`src/rtl/tof_mem_write_arbiter_pkg.sv`:
```
// Shared constants and types for the ToF sensor BRAM write arbiter.
package tof_mem_pkg;

    localparam int N_SENSORS    = 8;
    localparam int DATA_W       = 16;
    localparam int SLOT_W       = 4;
    localparam int WRITE_CYCLES = 2;

    localparam int IDX_W  = $clog2(N_SENSORS);
    localparam int ADDR_W = IDX_W + SLOT_W;
    localparam int CNT_W  = (WRITE_CYCLES > 1) ? $clog2(WRITE_CYCLES) : 1;

    typedef enum logic [1:0] {
        ARB_IDLE  = 2'd0,
        ARB_WRITE = 2'd1,
        ARB_ACK   = 2'd2
    } arb_state_t;

endpackage

```
`src/rtl/tof_mem_write_arbiter_rr_priority_pick.sv`:
```
// Circular priority encoder: returns the first set request at or after ptr.
module rr_priority_pick
    import tof_mem_pkg::*;
(
    input  logic [N_SENSORS-1:0] req,
    input  logic [IDX_W-1:0]     ptr,
    output logic                 valid,
    output logic [IDX_W-1:0]     idx
);

    logic [IDX_W-1:0] cand;

    // Scan from the farthest offset down so the nearest set bit to ptr is kept last.
    always_comb begin
        valid = 1'b0;
        idx   = '0;
        cand  = '0;
        for (int k = N_SENSORS - 1; k >= 0; k--) begin
            cand = ptr + IDX_W'(k);
            if (req[cand]) begin
                valid = 1'b1;
                idx   = cand;
            end
        end
    end

endmodule

```
`src/rtl/tof_mem_write_arbiter.sv`:
```
// Shares one BRAM write port between N_SENSORS ToF channels, round-robin,
// writing each channel's samples into its own circular region.
//
// state     | meaning
// ----------+-----------------------------------------------------------
// ARB_IDLE  | waiting for a pending request; grants on the same cycle
// ARB_WRITE | wea held high for WRITE_CYCLES cycles, address/data stable
// ARB_ACK   | one-cycle tof_ack pulse, advance slot and round-robin ptr
module tof_mem_write_arbiter
    import tof_mem_pkg::*;
(
    input  logic                          clk,
    input  logic                          reset,
    input  logic [N_SENSORS-1:0]          ToF_dr,
    input  logic [N_SENSORS*DATA_W-1:0]   tof_data,
    output logic                          wea,
    output logic [ADDR_W-1:0]             addra,
    output logic [DATA_W-1:0]             dina,
    output logic [IDX_W-1:0]              ToF_Index,
    output logic [N_SENSORS-1:0]          tof_ack,
    output logic [N_SENSORS-1:0]          overrun,
    output logic                          busy
);

    arb_state_t             state;
    arb_state_t             state_nxt;
    logic [N_SENSORS-1:0]   dr_q;
    logic [N_SENSORS-1:0]   rise;
    logic [N_SENSORS-1:0]   pending;
    logic [N_SENSORS-1:0]   clr;
    logic [IDX_W-1:0]       rr_ptr;
    logic [SLOT_W-1:0]      wr_ptr [N_SENSORS];
    logic [CNT_W-1:0]       cnt;
    logic                   pick_valid;
    logic [IDX_W-1:0]       pick_idx;
    logic                   grant;

    rr_priority_pick u_pick (
        .req   (pending),
        .ptr   (rr_ptr),
        .valid (pick_valid),
        .idx   (pick_idx)
    );

    assign rise  = ToF_dr & ~dr_q;
    assign grant = (state == ARB_IDLE) && pick_valid;

    // One-hot clear of the channel being granted this cycle.
    always_comb begin
        clr = '0;
        if (grant) begin
            clr[pick_idx] = 1'b1;
        end
    end

    // Data-ready history; also tracked in reset so a held level is not a request.
    always_ff @(posedge clk) begin
        dr_q <= ToF_dr;
    end

    // Request queue and sticky overrun; a new rise beats the grant clear.
    always_ff @(posedge clk) begin
        if (reset) begin
            pending <= '0;
            overrun <= '0;
        end else begin
            pending <= (pending & ~clr) | rise;
            overrun <= overrun | (rise & pending & ~clr);
        end
    end

    // FSM state register.
    always_ff @(posedge clk) begin
        if (reset) begin
            state <= ARB_IDLE;
        end else begin
            state <= state_nxt;
        end
    end

    // FSM next-state logic.
    always_comb begin
        state_nxt = state;
        case (state)
            ARB_IDLE:  if (pick_valid) state_nxt = ARB_WRITE;
            ARB_WRITE: if (cnt == '0)  state_nxt = ARB_ACK;
            ARB_ACK:   state_nxt = ARB_IDLE;
            default:   state_nxt = ARB_IDLE;
        endcase
    end

    // FSM outputs, decoded from state and the held grant index.
    always_comb begin
        wea     = (state == ARB_WRITE);
        busy    = (state != ARB_IDLE);
        tof_ack = '0;
        if (state == ARB_ACK) begin
            tof_ack[ToF_Index] = 1'b1;
        end
    end

    // Grant capture, write-length down-counter, and slot/pointer advance on ack.
    always_ff @(posedge clk) begin
        if (reset) begin
            addra     <= '0;
            dina      <= '0;
            ToF_Index <= '0;
            rr_ptr    <= '0;
            cnt       <= '0;
            for (int i = 0; i < N_SENSORS; i++) begin
                wr_ptr[i] <= '0;
            end
        end else begin
            if (grant) begin
                ToF_Index <= pick_idx;
                dina      <= tof_data[int'(pick_idx)*DATA_W +: DATA_W];
                addra     <= {pick_idx, wr_ptr[pick_idx]};
                cnt       <= CNT_W'(WRITE_CYCLES - 1);
            end
            if (state == ARB_WRITE && cnt != '0) begin
                cnt <= cnt - CNT_W'(1);
            end
            if (state == ARB_ACK) begin
                wr_ptr[ToF_Index] <= wr_ptr[ToF_Index] + SLOT_W'(1);
                rr_ptr            <= ToF_Index + IDX_W'(1);
            end
        end
    end

endmodule

```
`config.mk`:
```
export PLATFORM = sky130hd
export DESIGN_NAME = tof_mem_write_arbiter
export DESIGN_NICKNAME = d
export VERILOG_FILES = /design/src/rtl/tof_mem_write_arbiter_pkg.sv /design/src/rtl/tof_mem_write_arbiter_rr_priority_pick.sv /design/src/rtl/tof_mem_write_arbiter.sv
export SDC_FILE = /design/constraint.sdc
export NUM_CORES = 1
export LEC_CHECK = 0
export CORE_ASPECT_RATIO = 1.75
export CORE_MARGIN = 5
export CORE_UTILIZATION = 45
export DETAILED_ROUTE_END_ITERATION = 8
export GPL_TIMING_DRIVEN = 0
export PLACE_DENSITY = 0.78
export SYNTH_ARGS = -nofsm -noshare
export SYNTH_HDL_FRONTEND = slang
export SYNTH_SLANG_ARGS = --single-unit
```
`constraint.sdc`:
```
create_clock -name clk -period 4.9 [get_ports clk]
set_clock_uncertainty 0.1 [all_clocks]
set_input_delay 0.98 -clock clk [delete_from_list [all_inputs] [get_ports clk]]
set_output_delay 0.98 -clock clk [all_outputs]
set_load 0.005 [all_outputs]
```
* Word level (Yosys, flattened, before mapping)
Memory sizes are Yosys's and may differ from the RTL's. A register that Yosys moved wholly into a read port is not among the register bits. Index checks and enable logic that the tools add are counted.
Storage, ports and cells: flip-flop bits (word level) 56, memory bits (writable) 32, output and inout port bits 44, word-level logic and storage cells 107, memories kept 1
Cells by class: add/subtract/negate cells 10, $lt $le $gt $ge 12, equality and inequality tests 4, shift operators 1, multiplexer cells 53, bitwise gates (word level) 8, reductions and logical operators 9
Memory list:
- wr_ptr | depth 8, bits a word 4, read ports 2, clocked after Yosys merged registers in 2, wr ports 8, RTL line tof_mem_write_arbiter.sv:32 | logic [SLOT_W-1:0] wr_ptr [N_SENSORS];
Operator list (number):
- 128-bit by 8-bit indexed part select with 16-bit output | 1
- 3-bit by 4-bit < comparator with 1-bit output (second input constant) | 10
- 3-bit 2-to-1 mux | 11
- 8-bit bitwise AND | 4
- 1-bit 2-to-1 mux | 26
- 1-bit binary-select mux with 3-bit select | 8
- 8-bit 2-to-1 mux | 2
- 8-bit inverter | 2
- 8-bit OR | 2
- 3-bit adder (second input constant) | 4
- 3-bit by 1-bit adder with 3-bit output (second input constant) | 2
- 3-bit by 2-bit adder with 3-bit output (second input constant) | 2
- 1-bit demux with 3-bit select | 2
- 3-bit by 1-bit greater-or-equal comparator with 1-bit output (second input constant) | 2
- 4-bit by 1-bit adder with 4-bit output (second input constant) | 1
- 1-bit logical AND | 4
- 2-bit 2-to-1 mux | 2
- 4-bit 2-to-1 mux | 1
- 2-bit inequality test (second input constant) | 2
- 2-bit case mux with 2 select lines | 1
- 2-bit nonzero test | 2
- 4-bit OR reduction | 1
- 2-bit by 1-bit == test with 1-bit output (second input constant) | 1
- 2-bit == test (second input constant) | 1
- 3 further kinds | 3

* Logic depth before layout (Yosys ltp)
Gate-level depths: netlist of run 1.
word-level depth 19, mapped depth 16

* By module
From an unflattened synthesis of run 1, not the netlist that was laid out.
Unflattened totals: cells, all modules 502, area, all modules 5600.4 µm²
Modules (own cells, without submodules):
- tof_mem_write_arbiter | instances 1, cells each 412, area an instance 4818.4 µm², seq. area each 2082.0 µm²
- rr_priority_pick | instances 1, cells each 90, area an instance 782.0 µm², seq. area each 0.0 µm²

* Worst setup path after synthesis of run 1
Ideal clock, no wire load.
path kind reg2reg, from register rr_ptr[1], to register pending[0], library setup time 0.132 ns, data arrival time 3.448 ns, data required time 4.668 ns, slack 1.219 ns, stages on the path, launching flop included 15, buffers on the path 4, path through dfxtp_1 buf_2 buf_2 inv_1 ha_1 mux4_2 a22oi_1 a2111oi_2 a2111oi_1 o22ai_2 and2_4 buf_6 buf_6 o311ai_1 o21ai_1
Between the ends: cells in the longest elaborated chain, start to end 19, elaborated cells on any way between the ends 49
RTL lines:
- start, declared | RTL line tof_mem_write_arbiter.sv:31 | logic [IDX_W-1:0] rr_ptr;
- start signal, assigned | RTL line tof_mem_write_arbiter.sv:125 | rr_ptr <= ToF_Index + IDX_W'(1);
- 3-bit adder | RTL line tof_mem_write_arbiter_rr_priority_pick.sv:19 | cand = ptr + IDX_W'(k);
- 1-bit binary-select mux with 3-bit select | RTL line tof_mem_write_arbiter_rr_priority_pick.sv:20 | if (req[cand]) begin
- 1-bit 2-to-1 mux (not written as such) | RTL line tof_mem_write_arbiter_rr_priority_pick.sv:20
- 3-bit 2-to-1 mux (8 in series) | RTL line tof_mem_write_arbiter_rr_priority_pick.sv:20
- 3-bit by 4-bit < comparator with 1-bit output (not written as such) / 3-bit by 1-bit greater-or-equal comparator with 1-bit output (equally long branches) | RTL line tof_mem_write_arbiter.sv:52 | clr[pick_idx] = 1'b1;
- 1-bit logical AND (not written as such) | RTL line tof_mem_write_arbiter.sv:52
- 1-bit 2-to-1 mux (not written as such) | RTL line tof_mem_write_arbiter.sv:52
- 1-bit demux with 3-bit select | RTL line tof_mem_write_arbiter.sv:52
- 8-bit 2-to-1 mux * | RTL line tof_mem_write_arbiter.sv:51 | if (grant) begin
- 8-bit inverter * | RTL line tof_mem_write_arbiter.sv:67 | pending <= (pending & ~clr) | rise;
- 8-bit bitwise AND * | RTL line tof_mem_write_arbiter.sv:67
- 8-bit OR * | RTL line tof_mem_write_arbiter.sv:67
- end signal, assigned | RTL line tof_mem_write_arbiter.sv:67
- end, declared | RTL line tof_mem_write_arbiter.sv:29 | logic [N_SENSORS-1:0] pending;
Every way passes the cells marked *; elsewhere a longest branch is shown, timed or not. The select of a mux whose other input is x is not followed. A chain may end at the register's enable or synchronous reset.

* Worst setup path in the final report of run 1
from register rr_ptr[1], to register dina[14]
Between the ends: cells in the longest elaborated chain, start to end 12, elaborated cells on any way between the ends 41
RTL lines:
- 3-bit adder | RTL line tof_mem_write_arbiter_rr_priority_pick.sv:19
- 1-bit binary-select mux with 3-bit select | RTL line tof_mem_write_arbiter_rr_priority_pick.sv:20
- 1-bit 2-to-1 mux (not written as such) | RTL line tof_mem_write_arbiter_rr_priority_pick.sv:20
- 3-bit 2-to-1 mux / 1-bit 2-to-1 mux (equally long branches) (8 in series) | RTL line tof_mem_write_arbiter_rr_priority_pick.sv:20
- 128-bit by 8-bit indexed part select with 16-bit output / 1-bit logical AND (equally long branches) | RTL line tof_mem_write_arbiter.sv:116, tof_mem_write_arbiter.sv:46
- end signal, assigned | RTL line tof_mem_write_arbiter.sv:116 | dina <= tof_data[int'(pick_idx)*DATA_W +: DATA_W];
- end, declared | RTL line tof_mem_write_arbiter.sv:18 | output logic [DATA_W-1:0] dina,
Parallel ways exist; a longest one is shown, timed or not. The select of a mux whose other input is x is not followed.

==> results of run 1 <==
[synthesized netlist by cell type, types with 2 or more instances]
master     instances
o2bb2ai_1          6
o211a_1           20
a21o_1             2
or2_2              4
o21ai_0           19
nand3b_1          20
o211ai_1          39
nor3_1             3
dfxtp_1           56
a21oi_1           34
nand2_1           55
a211oi_1           2
o311ai_0           2
a211oi_2           4
mux2_2            10
nor2b_1            3
xor2_1             5
buf_2             17
xnor2_1            2
buf_6              5
edfxtp_1          32
clkbuf_1          24
nand2b_1          10
mux2i_1           38
a22oi_1            2
o311ai_1           2
buf_4              5
inv_1             13
o21ai_1            2
mux4_2            21
ha_1               4
nand3_1           53
nor2_1            93
buf_1              2
a41oi_1            2
[report_power, final]
group,switching [µW],leakage (µW),total [µW],internal (µW)
Sequential,102,0.000795,993,891
Clock,307,0.000160,754,447
Combinational,1630,0.00212,2740,1110
Total,2040,0.00308,4490,2450
[worst max-delay path, stage by stage, from the launching register on]
cell      delay, ps
dfxtp_1         370
buf_2           220
buf_2           290
inv_1           170
ha_1            380
buf_4           220
mux4_2          270
nor4_1          100
a31oi_1         720
inv_1           270
a211oi_2        450
clkbuf_1        530
o211ai_1        220
o211a_1         190
[layer usage]
metal	routed length, µm	global-route usage	vias up
met1	7340	0.289	2728
met4	1560	0.198	0
met5	0	0	-
met3	1810	0.0577	96
li1	-	-	2680
met2	11700	0.535	352
[cells by family (layout without fill, tap and decap cells)]
| kind of cell | after synthesis | after routing | share of synthesized area |
|---|---|---|---|
| flops | 88 | 88 | 0.368 |
| buf+inv | 66 | 263 | 0.0575 |
| xor+xnor | 7 | 7 | 0.0108 |
| compound gates | 145 | 145 | 0.186 |
| mux | 69 | 69 | 0.171 |
| simple gates | 245 | 245 | 0.198 |
| fa+ha+maj | 4 | 4 | 0.00885 |
[sequential cells by signal, summed over array words and instances, names as in the netlist, 2 cells and up, named ones only]
register,cells
ToF_Index,3
addra,4
dina,16
dr_q,8
overrun,8
pending,8
rr_ptr,3
state,2
wr_ptr,32
[area by class of cell]
type | count | area, µm²
clock buffers | 12 | 268
flip-flops and latches | 88 | 2080
plain buffers | 53 | 277
repair buffers | 181 | 1810
well taps | 168 | 210
multi-input cells | 470 | 3250
fillers | 1060 | 4420
inverters | 13 | 48.8
clock inverters | 4 | 58.8
[metrics by stage]
| step | setup slack [ps] | util | power [µW] | area [µm²] |
|---|---|---|---|---|
| after global placement | 388 | 0.618 | 3650 | 7680 |
| after global routing | 48.4 | 0.644 | 4750 | 8010 |
| after floorplan | 1220 | - | 2730 | 5660 |
| after detailed placement | 353 | 0.618 | 3700 | 7680 |
| after CTS | 361 | 0.644 | 4460 | 8010 |
| final | 289 | 0.644 | 4490 | 8010 |
[worst max path at each step]
| stage | from | slack (ps) | end |
|---|---|---|---|
| after floorplan | rr_ptr[1] | 1220 | pending[0] |
| after global placement | rr_ptr[1] | 390 | dina[14] |
| after detailed placement | rr_ptr[1] | 350 | pending[5] |
| after CTS | rr_ptr[1] | 360 | dina[14] |
| after global routing | rr_ptr[1] | 50 | dina[14] |
| final | rr_ptr[1] | 290 | dina[14] |
[timing repair]
item,in CTS,in global routing
buffers inserted,0,0
gates resized for setup,0,1
endpoints found under the setup margin,0,1
==> impl_metrics.csv, run 1 <==
group,metric,value,unit
clock_network,clock_latency,340,ps
logic_synthesis,yosysWarnings,0,
logic_synthesis,synth_area,5660,µm²
flow_run,cap_violations,0,
sta,timing.final.crit_share,0.941,
route,drc,0,
die,start_util,0.455,
route,drtPass1Iterations,5,
final_layout,instances_no_fill,989,
route,ant_nets,0,
die,coreArea,12400,µm²
die,fp.dieH,158,µm
min_path,hp-class,"register to register",
grt,grt_overflow,0,
clock_network,clkSlewWorstSetupHoldPaths,60,ps
grt,grt_max_degree,17,
clock_network,ctsLongestPathBuffers,2,
logic_synthesis,syn_inst,624,
clock_network,root_buffer,"clkbuf_16",
route,drt_iter0_drc,462,
min_path,min_path_cells,1,
logic_synthesis,synth_edf_count,32,
placed_design,place_inst,973,
min_path,min_to,"state[1]",
sta,drv_slew,0,
worst_setup_path,end_kind,"register",
grt,grt_pass1_vias,5924,
grt,antenna_found_initial,0,
logic_synthesis,synthArstFlopShare,0,
logic_synthesis,yosys-top-cells-area,"dfxtp_1, edfxtp_1, mux4_2",
logic_synthesis,yosys.area.top_type,"dfxtp_1",
logic_synthesis,synth_seq_cells,88,
final_layout,syn2layout_area_growth,41.6,%
route,wl_per_cell,22.7,µm
sta,finalSetupTns,0,ps
run_status,status,"complete, no violations",
worst_setup_path,crit_fanout,10,
logic_synthesis,synth.top_cell.area_share,0.198,
sta,slew_headroom,0.342,
final_layout,layout_common_cells,"clkdlybuf4s50_1, nor2_1, dfxtp_1",
worst_setup_path,r2r_end,"dina[14]",
clock_network,htreeDepth,3,
worst_setup_path,worstSetupStartpointType,"register",
placed_design,gp_congestion,0.963,
route,viasPerCell,5.92,
final_layout,drive_gt1_frac,0.104,
route,vias,5856,
worst_setup_path,r2r_slack,290,ps
sta,min_period,4610,ps
min_path,worstHoldStart,"cnt",
worst_setup_path,path_class,"register to register",
logic_synthesis,yosysUniqueCellTypes,48,
sta,rsz0062_at_grt,"false",
worst_setup_path,reg2reg_depth,13,
worst_setup_path,arrival,4740,ps
placed_design,hpwl,17700,µm
logic_synthesis,ys_seq_area_frac,0.368,
final_layout,layout.nets,958,
grt,grt_use_total,0.292,
logic_synthesis,syn_nets,766,
sta,worstMarginPinSlew,983,ps
final_layout,final_common_cell,"clkdlybuf4s50_1",
die,die_w,94.8,µm
route,finalWirelength,22400,µm
grt,grt_pass1_wl,32600,µm
sta,fmax,217,MHz
sta,setup_violations,0,
final_layout,n_antenna_cell,0,
logic_synthesis,syn_area_per_cell,9.07,µm²
power,power_density,561,nW/µm²
logic_synthesis,synth_ff_type,"dfxtp_1",
sta,finalHoldViolCount,0,
clock_network,cts_hold_buf,0,
clock_network,cts_buffers,9,
sta,whs,371,ps
worst_setup_path,crit_required,5030,ps
die,rows,54,
die,ios,182,
worst_setup_path,r2r-start,"rr_ptr[1]",
power,vdd_drop_max,0.380,mV
power,p_leak,0.00308,µW
clock_network,cts_sinks,88,
placed_design,io_buffers,181,
die,die_area,15000,µm²
clock_network,cts_tree,"yes",
No activity file was read; power rests on OpenSTA's default activity.
==> run 2: changes to the inputs <==
--- a/config.mk
+++ b/config.mk
@@ -13,4 +13,5 @@
 export PLACE_DENSITY = 0.78
 export SYNTH_ARGS = -nofsm -noshare
 export SYNTH_HDL_FRONTEND = slang
+export SYNTH_HIERARCHICAL = 1
 export SYNTH_SLANG_ARGS = --single-unit
==> impl_metrics.csv, run 2 <==
group,metric,value,unit
run_status,status,"complete, no violations",
logic_synthesis,synth_area,5600,µm²
logic_synthesis,syn_nets,644,
route,wl_per_cell,21.6,µm
power,seq_power_share,0.252,
power,finalPower,3900,µW
final_layout,regMostFlops,"wr_ptr",
worst_setup_path,worstSetupStartpointType,"register",
final_layout,n_fill_cell,991,
logic_synthesis,synth_ff_type,"dfxtp_1",
logic_synthesis,ys_top_cells_by_count,"dfxtp_1, nor2_1, mux4_2, nand2_1, mux2i_1",
placed_design,gp_congestion,0.914,
clock_network,clock_latency,340,ps
final_layout,layout.nets,835,
power,power_density,490,nW/µm²
clock_network,root_buffer,"clkbuf_16",
final_layout,largest_reg_flops,32,
die,coreArea,12400,µm²
final_layout,final_common_cell,"clkdlybuf4s50_1",
logic_synthesis,synthArstFlopShare,0,
clock_network,clkSlewWorstSetupHoldPaths,70,ps
power,vdd_drop_max,0.243,mV
worst_setup_path,slowest_stage,"mux4_2",
route,ant_nets,0,
die,fp.dieH,158,µm
sta,min_period,4530,ps
logic_synthesis,synth.top_cell.area_share,0.200,
power,pwr-share-clk,0.181,
grt,grt_use_total,0.252,
clock_network,htreeDepth,3,
sta,fmax,221,MHz
die,die_area,14900,µm²
sta,finalHoldViolCount,0,
route,finalWirelength,18700,µm
grt,antenna_found_initial,2,
sta,slew_headroom,0.343,
sta,drv_slew,0,
route,drt_iter0_drc,309,
sta,timing.final.crit_share,0.925,
final_layout,multi_input_area,3280,µm²
die,die_w,94.3,µm
grt,grt_pass1_vias,5288,
clock_network,cts_tree,"yes",
final_layout,layout_common_cells,"clkdlybuf4s50_1, dfxtp_1, nor2_1",
power,p_leak,0.00284,µW
sta,rsz0062_at_grt,"false",
worst_setup_path,path_class,"register to register",
grt,grt_overflow,0,
power,swShare,0.380,
sta,worstMarginPinSlew,985,ps
die,rows,54,
flow_run,cap_violations,0,
worst_setup_path,arrival,4640,ps
final_layout,syn2layout_area_growth,41.8,%
logic_synthesis,synth_seq_cells,88,
placed_design,io_buffers,181,
clock_network,cts_setup_buffers,0,
route,vias,5057,
worst_setup_path,end_kind,"register",
clock_network,ctsLongestPathBuffers,2,
final_layout,largestRegisters,"wr_ptr (32), dina (16)",
placed_design,hpwl,15100,µm
placed_design,pre_cts_ws,-38.5,ps
route,drc,0,
worst_setup_path,cp_cell_sequence,"buf_4 > buf_4 > inv_1 > ha_2 > mux4_1 > mux2_4 > a221oi_1 > and3_1 > nor3_1 > nor2_1 > clkbuf_4 > buf_4 > mux4_2 > mux2i_1 > a211oi_1",
logic_synthesis,ys_seq_area_frac,0.372,
worst_setup_path,cp_common_cell,"buf_4",
logic_synthesis,syn_area_per_cell,11.2,µm²
final_layout,drive_gt1_frac,0.150,
logic_synthesis,yosys.area.top_type,"dfxtp_1",
worst_setup_path,cp_slowest_stage_delay,530,ps
final_layout,final_cell_area,7940,µm²
power,p_sw,1480,µW
logic_synthesis,syn_inst,502,
logic_synthesis,yosysUniqueCellTypes,59,
power,internal_power,2410,µW
clock_network,cts_sinks,88,
route,drtPass1Iterations,5,
worst_setup_path,crit_fanout,10,
grt,grt_pass1_wl,28400,µm
route,viasPerCell,5.84,
final_layout,utilization,0.642,
final_layout,regArea,2080,µm²
grt,grt_max_degree,17,
min_path,hp-class,"register to register",
logic_synthesis,yosysWarnings,10,
final_layout,n_antenna_cell,0,
logic_synthesis,synth_edf_count,32,
placed_design,place_area,7620,µm²
power,combPwrFrac,0.567,
sta,whs,360,ps
die,start_util,0.453,
worst_setup_path,crit_required,5010,ps
clock_network,cts_buffers,9,
logic_synthesis,yosys-top-cells-area,"dfxtp_1, mux4_2, edfxtp_1",
sta,setup_violations,0,
die,ios,182,
sta,fin_ws,369,ps
run 2: changes by cell type after synthesis, moves of 10 or more:
cell      change
a211oi_1     +20
and2_1       +10
buf_2        -11
mux4_2       +26
nand2_1      -13
nand3_1      -51
nand3b_1     -19
nor2_1       -37
o211a_1      -19
o211ai_1     -38
o21ai_0      -10
run 2: cell type report:
class / count / share of cell area
clock buffers: 12 / 0.0351
repair buffers: 181 / 0.228
clock inverters: 4 / 0.00410
inverters: 11 / 0.00520
well taps: 168 / 0.0265
multi-input cells: 365 / 0.413
plain buffers: 37 / 0.0255
flip-flops and latches: 88 / 0.262
run 2: layer usage:
layer	up-vias	track usage	part of all wire
met3	59	0.0575	0.078
met2	244	0.467	0.54
met1	2463	0.261	0.34
li1	2287	-	-
met4	4	0.125	0.046
met5	-	0	0.0021
run 2: critical path, delay by kind of cell, from the launching register on:
family                   cells  cell delay, ps
flip-flops                   1             360
AO/OA/AOI/OAI                2             400
AND/OR/NAND/NOR              3             380
adder cells (fa/ha/maj)      1             480
buffers and inverters        5            1050
multiplexers                 4            1590
run 2: cell families (layout without fill, tap and decap cells):
| group | Yosys count | in the layout | share of synthesized area |
|---|---|---|---|
| adders and majority gates | 4 | 4 | 0.00894 |
| DFF | 88 | 88 | 0.372 |
| xor gates and xnor gates | 4 | 4 | 0.00626 |
| AOI/OAI and AO/OA | 90 | 90 | 0.107 |
| buffers and inverters | 49 | 245 | 0.0422 |
| and+or+nand+nor | 164 | 164 | 0.143 |
| muxes | 103 | 103 | 0.320 |
run 2: power groups by stage:
stage / combinational, µW / clock [µW] / sequential (µW)
2_1_floorplan: 1470 / 0 / 977
3_3_place_gp: 2160 / 0 / 988
5_1_grt: 2380 / 741 / 998
6_report: 2210 / 706 / 981
4_1_cts: 2220 / 714 / 980
3_5_place_dp: 2200 / 0 / 996
run 2: repair_timing:
item	CTS	global route
hold buffers	0	0
setup endpoints to repair	2	23
resized for setup	2	6
pin swaps	0	0
run 2: final timing paths:
kind | start | to | slack (ps) | cells after the start
worst max-delay path | rr_ptr[1] | dina[8] | 370 | 15
worst min register to register | cnt | state[1] | 360 | 1
worst min-delay path | cnt | state[1] | 360 | 1
worst max register to register | rr_ptr[1] | dina[8] | 370 | 15
run 2: per-stage QoR:
step	std cells	setup TNS, ps
final	866	0
after global routing	866	0
after CTS	867	0
after detailed placement	851	-38.5
after global placement	851	0
after floorplan	502	0
